[src/rtl/alu_pkg.sv]
// Shared definitions for the RV32I decode stage.
//  - ALU control codes consumed by the execute-stage ALU
//  - RV32I major opcodes recognised by the decoder
//  - Immediate formats and operand-select encodings
//  - Helper for 12-bit sign extension
package alu_pkg;

  // ALU control codes. Bit 3 selects the alternate form (SUB, SRA).
  localparam logic [3:0] ALU_ADD  = 4'b0000;
  localparam logic [3:0] ALU_SUB  = 4'b1000;
  localparam logic [3:0] ALU_SLL  = 4'b0001;
  localparam logic [3:0] ALU_SLT  = 4'b0010;
  localparam logic [3:0] ALU_SLTU = 4'b0011;
  localparam logic [3:0] ALU_XOR  = 4'b0100;
  localparam logic [3:0] ALU_SRL  = 4'b0101;
  localparam logic [3:0] ALU_SRA  = 4'b1101;
  localparam logic [3:0] ALU_OR   = 4'b0110;
  localparam logic [3:0] ALU_AND  = 4'b0111;

  // Major opcodes
  localparam logic [6:0] OPC_OP     = 7'b0110011;
  localparam logic [6:0] OPC_OP_IMM = 7'b0010011;
  localparam logic [6:0] OPC_LUI    = 7'b0110111;
  localparam logic [6:0] OPC_AUIPC  = 7'b0010111;
  localparam logic [6:0] OPC_LOAD   = 7'b0000011;
  localparam logic [6:0] OPC_STORE  = 7'b0100011;
  localparam logic [6:0] OPC_BRANCH = 7'b1100011;

  // Immediate formats produced by the decoder
  typedef enum logic [1:0] {
    IMM_I     = 2'd0,
    IMM_S     = 2'd1,
    IMM_U     = 2'd2,
    IMM_SHAMT = 2'd3
  } imm_type_e;

  // Operand-select encodings
  localparam logic [1:0] A1_RS1  = 2'd0;
  localparam logic [1:0] A1_ZERO = 2'd1;
  localparam logic [1:0] A1_PC   = 2'd2;
  localparam logic       A2_RS2  = 1'b0;
  localparam logic       A2_IMM  = 1'b1;

  function automatic logic [31:0] sext12(input logic [11:0] v);
    return {{20{v[11]}}, v};
  endfunction

endpackage

[src/rtl/alu_ctrl_decoder.sv]
// Combinational RV32I decoder: instruction word -> ALU control, immediate,
// operand selects, rd-write intent, store flag and illegal flag.
// Ports:
//  instr     in  32  instruction word
//  alu_cont  out 4   ALU control code (ADD when illegal)
//  imm       out 32  decoded immediate (I/S/U or zero-extended shamt)
//  a1_sel    out 2   operand 1 source (rs1 / zero / pc)
//  a2_sel    out 1   operand 2 source (rs2 / imm)
//  writes_rd out 1   instruction class writes rd (before the rd==0 check)
//  is_store  out 1   STORE instruction
//  illegal   out 1   instruction not decodable
module alu_ctrl_decoder
  import alu_pkg::*;
#(
  parameter int SUPPORT_SLT = 1
) (
  input  logic [31:0] instr,
  output logic [3:0]  alu_cont,
  output logic [31:0] imm,
  output logic [1:0]  a1_sel,
  output logic        a2_sel,
  output logic        writes_rd,
  output logic        is_store,
  output logic        illegal
);

  logic [6:0] opcode;
  logic [2:0] funct3;
  logic [6:0] funct7;
  imm_type_e  imm_type;
  logic       slt_off;

  assign opcode  = instr[6:0];
  assign funct3  = instr[14:12];
  assign funct7  = instr[31:25];
  assign slt_off = (SUPPORT_SLT == 0);

  always_comb begin
    alu_cont  = ALU_ADD;
    a1_sel    = A1_RS1;
    a2_sel    = A2_RS2;
    writes_rd = 1'b0;
    is_store  = 1'b0;
    illegal   = 1'b0;
    imm_type  = IMM_I;

    case (opcode)
      OPC_OP: begin
        writes_rd = 1'b1;
        alu_cont  = {funct7[5], funct3};
        // Only ADD/SUB and SRL/SRA have an alternate funct7 form.
        if (!(funct7 == 7'b0000000 ||
              (funct7 == 7'b0100000 && (funct3 == 3'b000 || funct3 == 3'b101))))
          illegal = 1'b1;
        if (slt_off && funct3 == 3'b010)
          illegal = 1'b1;
      end
      OPC_OP_IMM: begin
        writes_rd = 1'b1;
        a2_sel    = A2_IMM;
        if (funct3 == 3'b001 || funct3 == 3'b101) begin
          imm_type = IMM_SHAMT;
          alu_cont = {funct7[5], funct3};
          if (!(funct7 == 7'b0000000 || (funct3 == 3'b101 && funct7 == 7'b0100000)))
            illegal = 1'b1;
        end else begin
          // imm[10] is data here, so ADDI can never become SUB.
          alu_cont = {1'b0, funct3};
          if (slt_off && funct3 == 3'b010)
            illegal = 1'b1;
        end
      end
      OPC_LUI: begin
        writes_rd = 1'b1;
        a1_sel    = A1_ZERO;
        a2_sel    = A2_IMM;
        imm_type  = IMM_U;
      end
      OPC_AUIPC: begin
        writes_rd = 1'b1;
        a1_sel    = A1_PC;
        a2_sel    = A2_IMM;
        imm_type  = IMM_U;
      end
      OPC_LOAD: begin
        writes_rd = 1'b1;
        a2_sel    = A2_IMM;
      end
      OPC_STORE: begin
        is_store = 1'b1;
        a2_sel   = A2_IMM;
        imm_type = IMM_S;
      end
      OPC_BRANCH: begin
        case (funct3)
          3'b000, 3'b001: alu_cont = ALU_SUB;
          3'b100, 3'b101: begin
            alu_cont = ALU_SLT;
            if (slt_off) illegal = 1'b1;
          end
          3'b110, 3'b111: alu_cont = ALU_SLTU;
          default:        illegal  = 1'b1;
        endcase
      end
      default: illegal = 1'b1;
    endcase

    // An illegal instruction is passed down as a harmless ADD with no side effects.
    if (illegal) begin
      alu_cont  = ALU_ADD;
      writes_rd = 1'b0;
      is_store  = 1'b0;
    end
  end

  always_comb begin
    case (imm_type)
      IMM_S:     imm = sext12({instr[31:25], instr[11:7]});
      IMM_U:     imm = {instr[31:12], 12'b0};
      IMM_SHAMT: imm = {27'b0, instr[24:20]};
      default:   imm = sext12(instr[31:20]);
    endcase
  end

endmodule

[src/rtl/alu_decode_stage.sv]
// Decode stage for the RV32I integer ALU: decodes the fetched instruction,
// forms A1/A2/aluCont and registers them in a single valid/ready slot.
// Ports:
//  clk, rst              clock; asynchronous active-high reset
//  in_valid / in_ready   upstream handshake (in_ready = !out_valid || out_ready)
//  instr, pc             instruction word and its address
//  rs1_data, rs2_data    register-file read data
//  flush                 kills the held and the incoming instruction
//  out_valid / out_ready downstream handshake
//  A1, A2, aluCont       ALU operands and control code
//  rd, reg_write         destination register and write enable
//  store_data            rs2_data for stores, else 0
//  illegal               instruction not decodable
module alu_decode_stage
  import alu_pkg::*;
#(
  parameter int XLEN        = 32,
  parameter int SUPPORT_SLT = 1
) (
  input  logic            clk,
  input  logic            rst,
  input  logic            in_valid,
  output logic            in_ready,
  input  logic [31:0]     instr,
  input  logic [XLEN-1:0] pc,
  input  logic [XLEN-1:0] rs1_data,
  input  logic [XLEN-1:0] rs2_data,
  input  logic            flush,
  output logic            out_valid,
  input  logic            out_ready,
  output logic [XLEN-1:0] A1,
  output logic [XLEN-1:0] A2,
  output logic [3:0]      aluCont,
  output logic [4:0]      rd,
  output logic            reg_write,
  output logic [XLEN-1:0] store_data,
  output logic            illegal
);

  logic [3:0]      dec_alu_cont;
  logic [31:0]     dec_imm;
  logic [1:0]      dec_a1_sel;
  logic            dec_a2_sel;
  logic            dec_writes_rd;
  logic            dec_is_store;
  logic            dec_illegal;

  logic [XLEN-1:0] a1_d, a2_d, store_data_d;
  logic            reg_write_d;
  logic            accept;

  logic            out_valid_q;
  logic [XLEN-1:0] a1_q, a2_q, store_data_q;
  logic [3:0]      alu_cont_q;
  logic [4:0]      rd_q;
  logic            reg_write_q, illegal_q;

  alu_ctrl_decoder #(
    .SUPPORT_SLT(SUPPORT_SLT)
  ) u_dec (
    .instr    (instr),
    .alu_cont (dec_alu_cont),
    .imm      (dec_imm),
    .a1_sel   (dec_a1_sel),
    .a2_sel   (dec_a2_sel),
    .writes_rd(dec_writes_rd),
    .is_store (dec_is_store),
    .illegal  (dec_illegal)
  );

  assign in_ready = !out_valid_q || out_ready;
  assign accept   = in_valid && in_ready;

  always_comb begin
    a1_d = rs1_data;
    if (dec_a1_sel == A1_ZERO)    a1_d = '0;
    else if (dec_a1_sel == A1_PC) a1_d = pc;
    a2_d = (dec_a2_sel == A2_IMM) ? dec_imm : rs2_data;
    if (dec_illegal) begin
      a1_d = '0;
      a2_d = '0;
    end
    store_data_d = dec_is_store ? rs2_data : '0;
    // Writes to x0 are suppressed here so execute never has to check rd.
    reg_write_d  = dec_writes_rd && (instr[11:7] != 5'd0);
  end

  always_ff @(posedge clk or posedge rst) begin
    if (rst) begin
      out_valid_q  <= 1'b0;
      a1_q         <= '0;
      a2_q         <= '0;
      alu_cont_q   <= ALU_ADD;
      rd_q         <= '0;
      reg_write_q  <= 1'b0;
      store_data_q <= '0;
      illegal_q    <= 1'b0;
    end else begin
      if (flush)         out_valid_q <= 1'b0;
      else if (in_ready) out_valid_q <= in_valid;
      // Payload only moves on a real accept, so a held slot keeps its outputs.
      if (accept && !flush) begin
        a1_q         <= a1_d;
        a2_q         <= a2_d;
        alu_cont_q   <= dec_alu_cont;
        rd_q         <= instr[11:7];
        reg_write_q  <= reg_write_d;
        store_data_q <= store_data_d;
        illegal_q    <= dec_illegal;
      end
    end
  end

  assign out_valid  = out_valid_q;
  assign A1         = a1_q;
  assign A2         = a2_q;
  assign aluCont    = alu_cont_q;
  assign rd         = rd_q;
  assign reg_write  = reg_write_q;
  assign store_data = store_data_q;
  assign illegal    = illegal_q;

endmodule

[config.mk]
export PLATFORM = sky130hd
export DESIGN_NAME = alu_decode_stage
export DESIGN_NICKNAME = d
export VERILOG_FILES = /design/src/rtl/alu_pkg.sv /design/src/rtl/alu_ctrl_decoder.sv /design/src/rtl/alu_decode_stage.sv
export SDC_FILE = /design/constraint.sdc
export NUM_CORES = 1
export LEC_CHECK = 0
export CAP_MARGIN = 20
export CORE_ASPECT_RATIO = 1.2
export CORE_MARGIN = 1.5
export CORE_UTILIZATION = 37
export CTS_CLUSTER_DIAMETER = 30
export DETAILED_ROUTE_END_ITERATION = 7
export HOLD_SLACK_MARGIN = 0.05
export PLACE_DENSITY_LB_ADDON = 0.25
export SETUP_SLACK_MARGIN = 0.1
export SLEW_MARGIN = 20
export SYNTH_ARGS = -nofsm -noshare
export SYNTH_HDL_FRONTEND = slang
export SYNTH_SLANG_ARGS = --single-unit
export TNS_END_PERCENT = 5
[constraint.sdc]
create_clock -name clk -period 7.68 [get_ports clk]
set_input_delay 1.536 -clock clk [delete_from_list [all_inputs] [get_ports clk]]
set_output_delay 1.536 -clock clk [all_outputs]
set_load 0.03 [all_outputs]
## Word level (Yosys, flattened, before mapping)

Cells that the tools add are included.

| cells by class | value |
|---|---|
| equal/unequal tests | 18 |
| mux-type cells | 26 |
| reduce and logical (&&, ||, !) cells | 24 |

Operators with widths:

| cell | number |
|---|---|
| 32-bit 2-to-1 mux | 6 |
| 32-bit one-hot mux with 3 select lines | 1 |
| 7-bit by 6-bit == test with 1-bit output (second input constant) | 4 |
| 4-bit one-hot mux with 3 select lines | 2 |
| 7-bit by 5-bit == test with 1-bit output (second input constant) | 2 |
| 3-bit == test (second input constant) | 4 |
| 1-bit 2-to-1 mux | 11 |
| 5-bit OR reduction | 2 |
| 4-bit 2-to-1 mux | 2 |
| 2-bit OR reduction | 4 |
| 7-bit by 2-bit == test with 1-bit output (second input constant) | 1 |
| 7-bit == test (second input constant) | 1 |
| 7-bit zero test | 1 |
| 2-bit == test (second input constant) | 3 |
| 2-bit one-hot mux with 3 select lines | 1 |
| 6-bit OR reduction | 1 |
| 1-bit logical AND | 5 |
| 1-bit logical OR | 5 |
| 5-bit nonzero test | 1 |
| 2-bit by 1-bit == test with 1-bit output (second input constant) | 2 |
| 1-bit one-hot mux with 4 select lines | 1 |
| 2-bit one-hot mux with 2 select lines | 1 |
| 4-bit OR reduction | 1 |
| 3-bit by 1-bit == test with 1-bit output (second input constant) | 1 |
| 4 further kinds | 5 |

| word-level totals | value |
|---|---|
| flip-flop bits (word level) | 108 |
| bits of input ports | 133 |
| output and inout bits | 109 |
| logic and storage cells | 76 |

## Longest topological paths before layout

Gate-level depths: netlist (run 1).

| depth | value |
|---|---|
| word-level depth | 8 |
| mapped depth | 8 |

## Hierarchy

Synthesis (run 1) repeated with hierarchy kept, for this count alone.

| second synthesis, totals | value |
|---|---|
| cells, all modules | 587 |
| area, all modules | 5883.1 um^2 |

By module, submodules not included:

| module | instances | cells each | area an instance (um^2) | seq. area each (um^2) |
|---|---|---|---|---|
| alu_decode_stage | 1 | 505 | 5292.6 | 2702.6 |
| alu_ctrl_decoder | 1 | 82 | 590.6 | 0.0 |

## Least setup slack after synthesis (run 1)

OpenSTA, ideal clock, no wires.

| path | value |
|---|---|
| path type | input to output |
| from | input out_ready |
| to | output in_ready |
| arrival | 1.834 ns |
| slack | 4.310 ns |
| cell stages on the path | 1 |
| path buffers | 0 |
| cells stage by stage | nand2b_1 |

| between the ends | value |
|---|---|
| longest elaborated chain between the ends | 1 |

Ends and longest elaborated chain:

| element | RTL line | RTL |
|---|---|---|
| start: declaration | alu_decode_stage.sv:30 | `input logic out_ready,` |
| 1-bit logical OR | alu_decode_stage.sv:71 | `assign in_ready = !out_valid_q \|\| out_ready;` |
| end: declaration | alu_decode_stage.sv:23 | `output logic in_ready,` |

Every way passes these cells.

## Worst setup path in the final report (run 1)

Same ends and word-level chain as after synthesis.

==> summary.txt, run 1 <==
Yosys
  • Leading area contributor after synthesis: sky130_fd_sc_hd__dfrtp_1
  • Synthesized area per cell: 10.9 µm²
  • Most repeated cell in the gate-level netlist after synthesis: sky130_fd_sc_hd__dfrtp_1
  • Count of state elements after synthesis: 108
  • Top cell types by occurrence after synthesis: sky130_fd_sc_hd__dfrtp_1, sky130_fd_sc_hd__nand2_1, sky130_fd_sc_hd__a32o_1
  • Total standard cell area after synthesis: 0.00522 mm²
  • Total number of yosys warnings: 0
  • Sequential-to-total area share from yosys stat: 51.8%
  • Synthesized net count: 610
  • Top_reg_cell synth: sky130_fd_sc_hd__dfrtp_1
  • Post-synth cell types: 44
  • Number of instances in the synthesized netlist: 477
  • Share of synthesized registers carrying an async set or reset: 100%
  • Count of flip-flops with a built-in enable after synthesis: 0
  • Yosys top cell area share: 51.8%
  • Area contributors post-synth: sky130_fd_sc_hd__dfrtp_1, sky130_fd_sc_hd__a32o_1, sky130_fd_sc_hd__mux2i_1

Routing
  • Detail Route met3 WL: 1150 µm
  • Total routed wire length on the met1 layer: 6400 µm
  • Via density: 5.50
  • Via Count: 4805
  • Iteration-0 DRC Markers: 438
  • Total length of routed met2 wires: 8680 µm
  • Pre-Repair DR Iteration Count: 5
  • Antenna Violating Nets Remaining: 0
  • Top routing layer used: met4
  • Drt wl/cell: 19.2 µm
  • Detailed Route WL: 16700 µm
  • DRC violation count after routing: 0

Cells and area
  • Layout cell share with drive strength beyond 1: 10.7%
  • Area of all placed cells without fillers: 0.00800 mm²
  • Filler-free cell count of the finished design: 873
  • Filler cell count: 1250
  • Final net count: 830
  • Signed area change from the synthesized netlist to the final layout: 53.5%
  • Diodes inserted: 0

Floorplanning
  • Starting density of the core: 37.9%
  • Area of the core: 0.0138 mm²
  • Standard-cell row count: 47
  • Height of the chip: 133 µm
  • Horiz. Die Dim: 111 µm
  • Total I/O pin count: 242
  • DIE AREA: 0.0148 mm²

Clock tree
  • Number of post-CTS setup repair buffers: 0
  • Number of gates resized after CTS: 0
  • Bufs on Longest Clock Path: 2
  • Clock latency reported for the late side of the worst-skew pair: 350 ps
  • Clk root buf: sky130_fd_sc_hd__clkbuf_16
  • # H-tree levels: 3
  • TritonCTS buffer count: 9
  • Clock slew seen by the registers of the worst setup and hold paths: 60 ps
  • Total clock sinks: 108
  • Hold buffers post-CTS: 0
  • Clock tree from TritonCTS: yes

Placement
  • HPWL after DPL: 12300 µm
  • Count of placed standard cells including taps: 855
  • Instance area at placement: 0.00764 mm²
  • Place WS: 3040 ps
  • Final GP Congestion: 0.883
  • Quantity of I/O buffers inserted on ports: 241

Worst setup path
  • CP Data Arrival Time: 2810 ps
  • Worst Setup Path Type: primary input to output pin
  • Startpoint of the lowest-slack register-to-register path: out_valid
  • CP endpoint kind: output pin
  • Maximum fanout along the worst path: 3
  • Kind of launch point of the worst setup path: primary input
  • Worst Setup SP: out_ready
  • Cell count of the worst reg-to-reg path: 6
  • Required time of the worst setup path: 6140 ps

Global route
  • Total Routing Usage GR: 22.7%
  • First-pass GRT wire length: 26600 µm
  • Number of global-route vias before repair: 4974
  • Antenna violations before repair: 0
  • Remaining Overflow, GRT: 0
  • Largest net degree at the start of global routing: 110

Worst hold path
  • Worst min path class: flip-flop to flip-flop
  • Hold wc startpoint: A1[17]
  • Cell count of the worst hold path: 2

Power
  • Post-route total power: 1.28 mW
  • P_leak: 3.22 nW
  • Highest ir drop seen on vdd: 0.0900 mV
  • Total power density per cell area: 160 mW/mm²

Run status
  • Outcome: complete, no violations

STA
  • Fmax achieved: 230 MHz
  • Number of endpoints with negative hold slack in the final report: 0
  • Final Max Tran Viols: 0
  • Transition at the pin with the smallest max-transition slack: 944 ps
  • Final-report setup violation count: 0
  • Final critical-path share of the clock period: 56.6%
  • Setup Total Neg Slack: 0 ps
  • Post-route minimum period: 4340 ps
  • Setup slack after layout: 3340 ps
  • Setup repair after global routing missed its margin: no
  • Worst-case clock skew: 7.29 ps
  • Worst rel slew slack: 37.1%

Job
  • Max Cap Violations: 0
==> through the flow <==
| step | hold slack, ps | utilization (%) |
|---|---|---|
| finish | 476 | 58.2 |
| global route | 506 | 58.2 |
| floorplan | 647 | - |
| detailed placement | 465 | 55.6 |
| global placement | 461 | 55.6 |
| CTS | 481 | 57.8 |
==> power breakdown <==
group	internal (mW)	switching, mW	leakage (nW)	total [mW]
Combinational	0.106	0.105	1.58	0.210
Sequential	0.582	0.00720	1.49	0.589
Clock	0.271	0.209	0.148	0.481
Total	0.959	0.321	3.22	1.28
==> state kept, by name (all words and copies together) (netlist names) <==
register / cells
A1: 32
A2: 32
store_data: 32
rd: 5
aluCont: 4
illegal: 1
out_valid: 1
reg_write: 1
==> layer usage <==
metal / global-route usage [%] / vias up
met2: 39.4 / 207
li1: - / 2202
met1: 26.9 / 2363
met4: 9.35 / 0
met5: 0 / -
met3: 5.41 / 33
==> critical path: stages <==
cell and delay [ps]:
sky130_fd_sc_hd__clkdlybuf4s50_1 440, sky130_fd_sc_hd__nand2b_1 140, sky130_fd_sc_hd__clkdlybuf4s50_1 690
==> cell families (layout without fill, tap and decap cells) <==
group | count (synthesis) | after routing | synth area share (%)
AO/OA/AOI/OAI | 162 | 162 | 23.9
AND/OR/NAND/NOR | 127 | 127 | 11.9
flip-flops | 108 | 108 | 51.8
buffers and inverters | 43 | 268 | 5.11
multiplexers | 37 | 37 | 7.22
==> placed cells by master, fill, tap and decap left out, types with 2 or more instances in the layout <==
| master | netlist | final |
|---|---|---|
| sky130_fd_sc_hd__buf_4 | 0 | 3 |
| sky130_fd_sc_hd__o21a_1 | 2 | 2 |
| sky130_fd_sc_hd__clkdlybuf4s50_1 | 0 | 241 |
| sky130_fd_sc_hd__dfrtp_1 | 108 | 108 |
| sky130_fd_sc_hd__or3_1 | 6 | 6 |
| sky130_fd_sc_hd__a32o_1 | 41 | 41 |
| sky130_fd_sc_hd__mux2_2 | 5 | 5 |
| sky130_fd_sc_hd__nor2_2 | 1 | 2 |
| sky130_fd_sc_hd__buf_12 | 0 | 2 |
| sky130_fd_sc_hd__o31ai_1 | 20 | 20 |
| sky130_fd_sc_hd__a21oi_1 | 33 | 32 |
| sky130_fd_sc_hd__o21ai_0 | 18 | 17 |
| sky130_fd_sc_hd__nand2_1 | 65 | 65 |
| sky130_fd_sc_hd__nor2_1 | 26 | 24 |
| sky130_fd_sc_hd__mux2i_1 | 32 | 32 |
| sky130_fd_sc_hd__o21ai_2 | 30 | 30 |
| sky130_fd_sc_hd__a22oi_1 | 7 | 7 |
| sky130_fd_sc_hd__o22ai_1 | 6 | 6 |
| sky130_fd_sc_hd__clkbuf_16 | 0 | 9 |
| sky130_fd_sc_hd__buf_6 | 6 | 2 |
| sky130_fd_sc_hd__and4bb_2 | 2 | 2 |
| sky130_fd_sc_hd__clkbuf_8 | 0 | 2 |
| sky130_fd_sc_hd__nor2b_1 | 6 | 6 |
| sky130_fd_sc_hd__inv_1 | 4 | 3 |
| sky130_fd_sc_hd__clkinvlp_4 | 0 | 2 |
| sky130_fd_sc_hd__nand3b_1 | 4 | 4 |
| sky130_fd_sc_hd__nand2b_1 | 3 | 3 |
==> cell type report <==
cell class	count	area [µm²]	area share (%)
Clock inverter	5	58.8	0.735
Tap cell	171	214	2.67
Inverter	4	17.5	0.219
Sequential cell	108	2700	33.8
Timing Repair Buffer	248	2500	31.2
Clock buffer	11	253	3.16
Multi-Input combinational cell	326	2260	28.2
==> worst paths after layout <==
kind / endpoint / slack, ps
worst max-delay path: in_ready / 3340
min in group asynchronous: A1[18] / 1520
max in group asynchronous: A1[19] / 5100
worst min-delay path: A1[17] / 480
worst min register to register: A1[17] / 480
worst max register to register: store_data[17] / 5210
Note: power is estimated with default switching activity, not from simulation.
==> run 2, diff against run 1 <==
==> constraint.sdc (replaced) <==
create_clock -name clk -period 3.83 [get_ports clk]
set_input_delay 0.766 -clock clk [delete_from_list [all_inputs] [get_ports clk]]
set_output_delay 0.766 -clock clk [all_outputs]
set_load 0.03 [all_outputs]
==> summary.txt, run 2 (synthesized netlist as in run 1, its figures left out) <==
Placement
  • HPWL after DPL: 12200 µm (was 12300 µm)
  • Quantity of I/O buffers inserted on ports: 241 (unchanged)
  • Final GP Congestion: 0.879 (was 0.883)

STA
  • Fmax achieved: 340 MHz
  • Number of endpoints with negative hold slack in the final report: 0 (unchanged)
  • Final-report setup violation count: 0 (unchanged)
  • Setup Total Neg Slack: 0 ps (unchanged)
  • Post-route minimum period: 2940 ps
  • Worst rel slew slack: 40.1% (was 37.1%)
  • Final Max Tran Viols: 0 (unchanged)
  • Final critical-path share of the clock period: 76.8%
  • Worst-case clock skew: 5.96 ps (was 7.29 ps)
  • Transition at the pin with the smallest max-transition slack: 898 ps (was 944 ps)
  • Setup repair after global routing missed its margin: no (unchanged)

Worst setup path
  • End of the critical path: store_data[21] (was in_ready)
  • Worst Setup SP: instr[4] (was out_ready)
  • Worst Setup Path Type: primary input to flip-flop (was primary input to output pin)
  • Endpoint of the worst-slack reg-to-reg timing path: A1[20] (was store_data[17])
  • Cell count of the worst reg-to-reg path: 7 (was 6)
  • CP Data Arrival Time: 3240 ps (was 2810 ps)
  • Kind of launch point of the worst setup path: primary input (unchanged)
  • CP endpoint kind: flip-flop (was output pin)
  • Setup slack of the worst register-to-register path: 1700 ps (was 5210 ps)
  • Startpoint of the lowest-slack register-to-register path: out_valid (unchanged)
  • Maximum fanout along the worst path: 27 (was 3)
  • Required time of the worst setup path: 4120 ps (was 6140 ps)

Clock tree
  • Number of post-CTS setup repair buffers: 0 (unchanged)
  • TritonCTS buffer count: 9 (unchanged)
  • Hold buffers post-CTS: 0 (unchanged)
  • # H-tree levels: 3 (unchanged)
  • Number of gates resized after CTS: 0 (unchanged)
  • Clk root buf: sky130_fd_sc_hd__clkbuf_16 (unchanged)
  • Clock tree from TritonCTS: yes (unchanged)
  • Clock latency reported for the late side of the worst-skew pair: 360 ps (was 350 ps)
  • Clock slew seen by the registers of the worst setup and hold paths: 80 ps (was 60 ps)
  • Bufs on Longest Clock Path: 2 (unchanged)
  • Total clock sinks: 108 (unchanged)

Power
  • Total power density per cell area: 321 mW/mm² (was 160 mW/mm²)
  • P_leak: 3.23 nW (was 3.22 nW)
  • Highest ir drop seen on vdd: 0.186 mV (was 0.0900 mV)
  • Post-route total power: 2.58 mW (was 1.28 mW)

Cells and area
  • Most frequent standard cell in the layout excluding fill and tap cells: sky130_fd_sc_hd__clkdlybuf4s50_1 (unchanged)
  • Leading cell types in the layout, fill and taps excluded: sky130_fd_sc_hd__clkdlybuf4s50_1, sky130_fd_sc_hd__dfrtp_1, sky130_fd_sc_hd__nand2_1, sky130_fd_sc_hd__a32o_1 (unchanged)
  • Diodes inserted: 0 (unchanged)
  • Layout cell share with drive strength beyond 1: 11.1% (was 10.7%)
  • Final net count: 833 (was 830)
  • Signed area change from the synthesized netlist to the final layout: 53.7% (was 53.5%)

Global route
  • Number of global-route vias before repair: 5043 (was 4974)
  • First-pass GRT wire length: 26600 µm (about the same)
  • Total Routing Usage GR: 22.6% (was 22.7%)
  • Remaining Overflow, GRT: 0 (unchanged)
  • Antenna violations before repair: 0 (unchanged)
  • Largest net degree at the start of global routing: 109 (was 110)

Floorplanning
  • Standard-cell row count: 47 (unchanged)
  • Horiz. Die Dim: 111 µm (unchanged)
  • Area of the core: 0.0138 mm² (unchanged)
  • Height of the chip: 133 µm (unchanged)
  • Total I/O pin count: 242 (unchanged)
  • DIE AREA: 0.0148 mm² (unchanged)
  • Starting density of the core: 37.9% (unchanged)

Run status
  • Outcome: complete, no violations (unchanged)

Routing
  • Via density: 5.57 (was 5.50)
  • Via Count: 4878 (was 4805)
  • DRC violation count after routing: 0 (unchanged)
  • Drt wl/cell: 19.2 µm (about the same)
  • Detailed Route WL: 16800 µm (was 16700 µm)
  • Iteration-0 DRC Markers: 298 (was 438)
  • Antenna Violating Nets Remaining: 0 (unchanged)
  • Pre-Repair DR Iteration Count: 4 (was 5)

Worst hold path
  • Worst min path class: flip-flop to flip-flop (unchanged)

Job
  • Max Cap Violations: 0 (unchanged)
==> run 2: worst min path at each step <==
stage | start | to | slack, ps | cells past startpoint
after floorplan | illegal | illegal | 650 | 2
after global placement | A2[13] | A2[13] | 460 | 2
after detailed placement | A1[16] | A1[16] | 470 | 2
after CTS | A1[15] | A1[15] | 480 | 2
after global routing | A1[18] | A1[18] | 510 | 2
final | A1[15] | A1[15] | 480 | 2
==> run 2: cell type report <==
cell class                      instances  area (µm²)
Clock inverter                          7        83.8
Multi-Input combinational cell        326        2260
Clock buffer                            9         225
Inverter                                4        17.5
Fill cell                            1188        5740
Tap cell                              171         214
Sequential cell                       108        2700
Timing Repair Buffer                  251        2510
==> run 2: power by group <==
group	total [mW]	switching, mW	internal (mW)
Combinational	0.423	0.210	0.213
Clock	0.971	0.453	0.518
Sequential	1.18	0.0152	1.17
Total	2.58	0.678	1.90
==> run 2: per-layer routing <==
layer  vias to the layer above  part of all wire [%]  global-route usage [%]
li1                       2222                     -                       -
met1                      2409                    39                    27.0
met2                       216                    51                    39.2
met3                        31                   7.7                    6.64
met4                         0                   2.1                    7.45
met5                         -                     0                       0
==> run 2: worst max-delay path, cell delays in order <==
cell and delay (ps):
sky130_fd_sc_hd__clkdlybuf4s50_1 730, sky130_fd_sc_hd__nand2b_1 230, sky130_fd_sc_hd__or2_4 340, sky130_fd_sc_hd__a211oi_4 270
sky130_fd_sc_hd__and3_2 450, sky130_fd_sc_hd__buf_12 230, sky130_fd_sc_hd__a32o_1 180
==> run 2: through the flow <==
stage               cell area (µm²)  worst slack [ps]  hold WS [ps]  cells  utilization (%)
floorplan                      5220               218           647    477                -
CTS                            8020               912           482    876             58.3
detailed placement             7710               574           466    860             56.0
global route                   8020               738           511    876             58.3
finish                         8020               889           478    876             58.3
global placement               7710               669           461    860             56.0
==> run 3, diff against run 2 <==
==> constraint.sdc (replaced) <==
create_clock -name clk -period 3 [get_ports clk]
set_input_delay 0.6 -clock clk [delete_from_list [all_inputs] [get_ports clk]]
set_output_delay 0.6 -clock clk [all_outputs]
set_load 0.03 [all_outputs]
==> summary.txt, run 3 (synthesized netlist as in run 1, its figures left out) <==
Run status
  • Outcome: complete, no violations (unchanged)

STA
  • Final critical-path share of the clock period: 83.0%
  • Setup Total Neg Slack: 0 ps (unchanged)
  • Fmax achieved: 402 MHz
  • Number of endpoints with negative hold slack in the final report: 0 (unchanged)
  • Worst rel slew slack: 61.9% (was 40.1%)
  • Final-report setup violation count: 0 (unchanged)
  • Setup slack after layout: 511 ps (was 889 ps)
  • Setup repair after global routing missed its margin: no (unchanged)
  • Transition at the pin with the smallest max-transition slack: 569 ps (was 898 ps)
  • Final Max Tran Viols: 0 (unchanged)
  • Worst-case clock skew: 5.34 ps (was 5.96 ps)
  • Post-route minimum period: 2490 ps

Cells and area
  • Filler cell count: 1184 (was 1188)
  • Final net count: 842 (was 833)
  • Area of combinational cells with multiple inputs: 0.00226 mm² (about the same)
  • Most frequent standard cell in the layout excluding fill and tap cells: sky130_fd_sc_hd__clkdlybuf4s50_1 (unchanged)
  • Footprint of the flip-flops and latches: 0.00270 mm² (unchanged)
  • Signed area change from the synthesized netlist to the final layout: 56.5% (was 53.7%)
  • Diodes inserted: 0 (unchanged)
  • Leading cell types in the layout, fill and taps excluded: sky130_fd_sc_hd__clkdlybuf4s50_1, sky130_fd_sc_hd__dfrtp_1, sky130_fd_sc_hd__nand2_1, sky130_fd_sc_hd__a32o_1, sky130_fd_sc_hd__a21oi_1 (was sky130_fd_sc_hd__clkdlybuf4s50_1, sky130_fd_sc_hd__dfrtp_1, sky130_fd_sc_hd__nand2_1, sky130_fd_sc_hd__a32o_1)
  • Layout cell share with drive strength beyond 1: 11.9% (was 11.1%)

Floorplanning
  • Total I/O pin count: 242 (unchanged)
  • Area of the core: 0.0138 mm² (unchanged)
  • Standard-cell row count: 47 (unchanged)
  • Horiz. Die Dim: 111 µm (unchanged)
  • Height of the chip: 133 µm (unchanged)
  • DIE AREA: 0.0148 mm² (unchanged)
  • Starting density of the core: 37.9% (unchanged)

Worst setup path
  • Maximum fanout along the worst path: 28 (was 27)
  • Setup slack of the worst register-to-register path: 1030 ps (was 1700 ps)
  • Worst path slowest cell: sky130_fd_sc_hd__clkdlybuf4s50_1 (unchanged)
  • CP max stage delay: 600 ps (was 730 ps)
  • CP Data Arrival Time: 2720 ps (was 3240 ps)
  • Kind of launch point of the worst setup path: primary input (unchanged)
  • CP endpoint kind: flip-flop (unchanged)
  • Cell count of the worst reg-to-reg path: 5 (was 7)
  • Startpoint of the lowest-slack register-to-register path: out_valid (unchanged)
  • Endpoint of the worst-slack reg-to-reg timing path: A2[18] (was A1[20])
  • Worst Setup Path Type: primary input to flip-flop (unchanged)
  • Required time of the worst setup path: 3230 ps (was 4120 ps)
  • Cell Chain, Critical Path: clkdlybuf4s50_1, nand2b_1, or2_4, a211oi_4, nand3_4, o31ai_1 (was clkdlybuf4s50_1, nand2b_1, or2_4, a211oi_4, and3_2, buf_12, a32o_1)

Global route
  • Total Routing Usage GR: 22.5% (was 22.6%)
  • Number of global-route vias before repair: 4914 (was 5043)
  • Largest net degree at the start of global routing: 68 (was 109)
  • Remaining Overflow, GRT: 0 (unchanged)
  • First-pass GRT wire length: 26500 µm (was 26600 µm)
  • Antenna violations before repair: 0 (unchanged)

Job
  • Max Cap Violations: 0 (unchanged)

Power
  • Internal cell power: 2.53 mW (was 1.90 mW)
  • P_leak: 3.30 nW (was 3.23 nW)
  • Seq pwr share: 45.1% (was 45.9%)
  • Clock power frac: 38.4% (was 37.7%)
  • Net switching power: 813 µW (was 678 µW)
  • Total power density per cell area: 409 mW/mm² (was 321 mW/mm²)
  • Logic pwr share: 16.4% (about the same)
  • Switching share of total power: 24.3% (was 26.3%)
  • Highest ir drop seen on vdd: 0.373 mV (was 0.186 mV)

Routing
  • Pre-Repair DR Iteration Count: 5 (was 4)
  • DRC violation count after routing: 0 (unchanged)
  • Drt wl/cell: 18.7 µm (was 19.2 µm)
  • Iteration-0 DRC Markers: 309 (was 298)
  • Detailed Route WL: 16600 µm (was 16800 µm)
  • Antenna Violating Nets Remaining: 0 (unchanged)
  • Via density: 5.39 (was 5.57)
  • Via Count: 4770 (was 4878)

Clock tree
  • Clock slew seen by the registers of the worst setup and hold paths: 70 ps (was 80 ps)
  • TritonCTS buffer count: 9 (unchanged)
  • Number of gates resized after CTS: 0 (unchanged)
  • Total clock sinks: 108 (unchanged)
  • Number of post-CTS setup repair buffers: 0 (unchanged)
  • Clk root buf: sky130_fd_sc_hd__clkbuf_16 (unchanged)
  • Clock tree from TritonCTS: yes (unchanged)
  • Bufs on Longest Clock Path: 2 (unchanged)
  • # H-tree levels: 3 (unchanged)
  • Clock latency reported for the late side of the worst-skew pair: 340 ps (was 360 ps)
  • Hold buffers post-CTS: 0 (unchanged)

Worst hold path
  • Cell count of the worst hold path: 2 (unchanged)
  • Hold wc startpoint: A1[13] (was A1[15])
  • Worst min path class: flip-flop to flip-flop (unchanged)
  • End of the worst hold path: A1[13] (was A1[15])

Placement
  • Final GP Congestion: 0.787 (was 0.879)
  • Place WS: 174 ps (was 574 ps)
  • HPWL after DPL: 12500 µm (was 12200 µm)
  • Quantity of I/O buffers inserted on ports: 241 (unchanged)
==> run 3: layout make-up <==
type / count / share of cell area, %
inverters: 4 / 0.230
well taps: 171 / 2.62
clock inverters: 5 / 1.03
clock buffers: 11 / 2.97
repair buffers: 260 / 32.4
multi-input cells: 326 / 27.7
flip-flops and latches: 108 / 33.1
==> run 3: power by group through the flow <==
stage / clock network, mW / registers, mW / logic, mW
3_3_place_gp: 0 / 1.53 / 0.544
3_5_place_dp: 0 / 1.54 / 0.551
6_report: 1.28 / 1.51 / 0.550
4_1_cts: 1.31 / 1.51 / 0.553
2_1_floorplan: 0 / 1.60 / 0.156
5_1_grt: 1.37 / 1.51 / 0.588
==> run 3: worst max-delay path, delay by kind of cell <==
kind / cells / cell delay (ps)
AO/OA/AOI/OAI: 2 / 660
AND/OR/NAND/NOR: 3 / 850
buffers and inverters: 1 / 600
==> run 3: how the worst max path moves through the flow <==
stage          startpoint         end  slack (ps)  depth (start not counted)
2_1_floorplan   out_ready      A2[21]         900                          7
3_3_place_gp     instr[4]  aluCont[0]         270                          7
3_5_place_dp     instr[4]      A2[18]         170                          6
4_1_cts          instr[4]      A2[18]         520                          6
5_1_grt          instr[4]      A2[10]         360                          7
6_report         instr[4]      A2[18]         510                          6
==> run 3: per-layer routing <==
| layer | track usage (%) | vias to the layer above | part of all wire, % |
|---|---|---|---|
| li1 | - | 2232 | - |
| met1 | 26.9 | 2311 | 39 |
| met2 | 39.4 | 200 | 52 |
| met3 | 5.59 | 27 | 6.8 |
| met4 | 7.95 | 0 | 2.3 |
| met5 | 0 | - | 0 |
==> run 3: stage by stage <==
| stage | std cells | utilization (%) | hold slack (ps) | cell area (µm²) | power [mW] |
|---|---|---|---|---|---|
| 2_1_floorplan | 477 | - | 647 | 5220 | 1.76 |
| 3_3_place_gp | 869 | 56.9 | 461 | 7840 | 2.08 |
| 3_5_place_dp | 869 | 56.9 | 467 | 7840 | 2.09 |
| 4_1_cts | 885 | 59.3 | 483 | 8160 | 3.37 |
| 5_1_grt | 885 | 59.3 | 506 | 8160 | 3.47 |
| 6_report | 885 | 59.3 | 475 | 8160 | 3.34 |
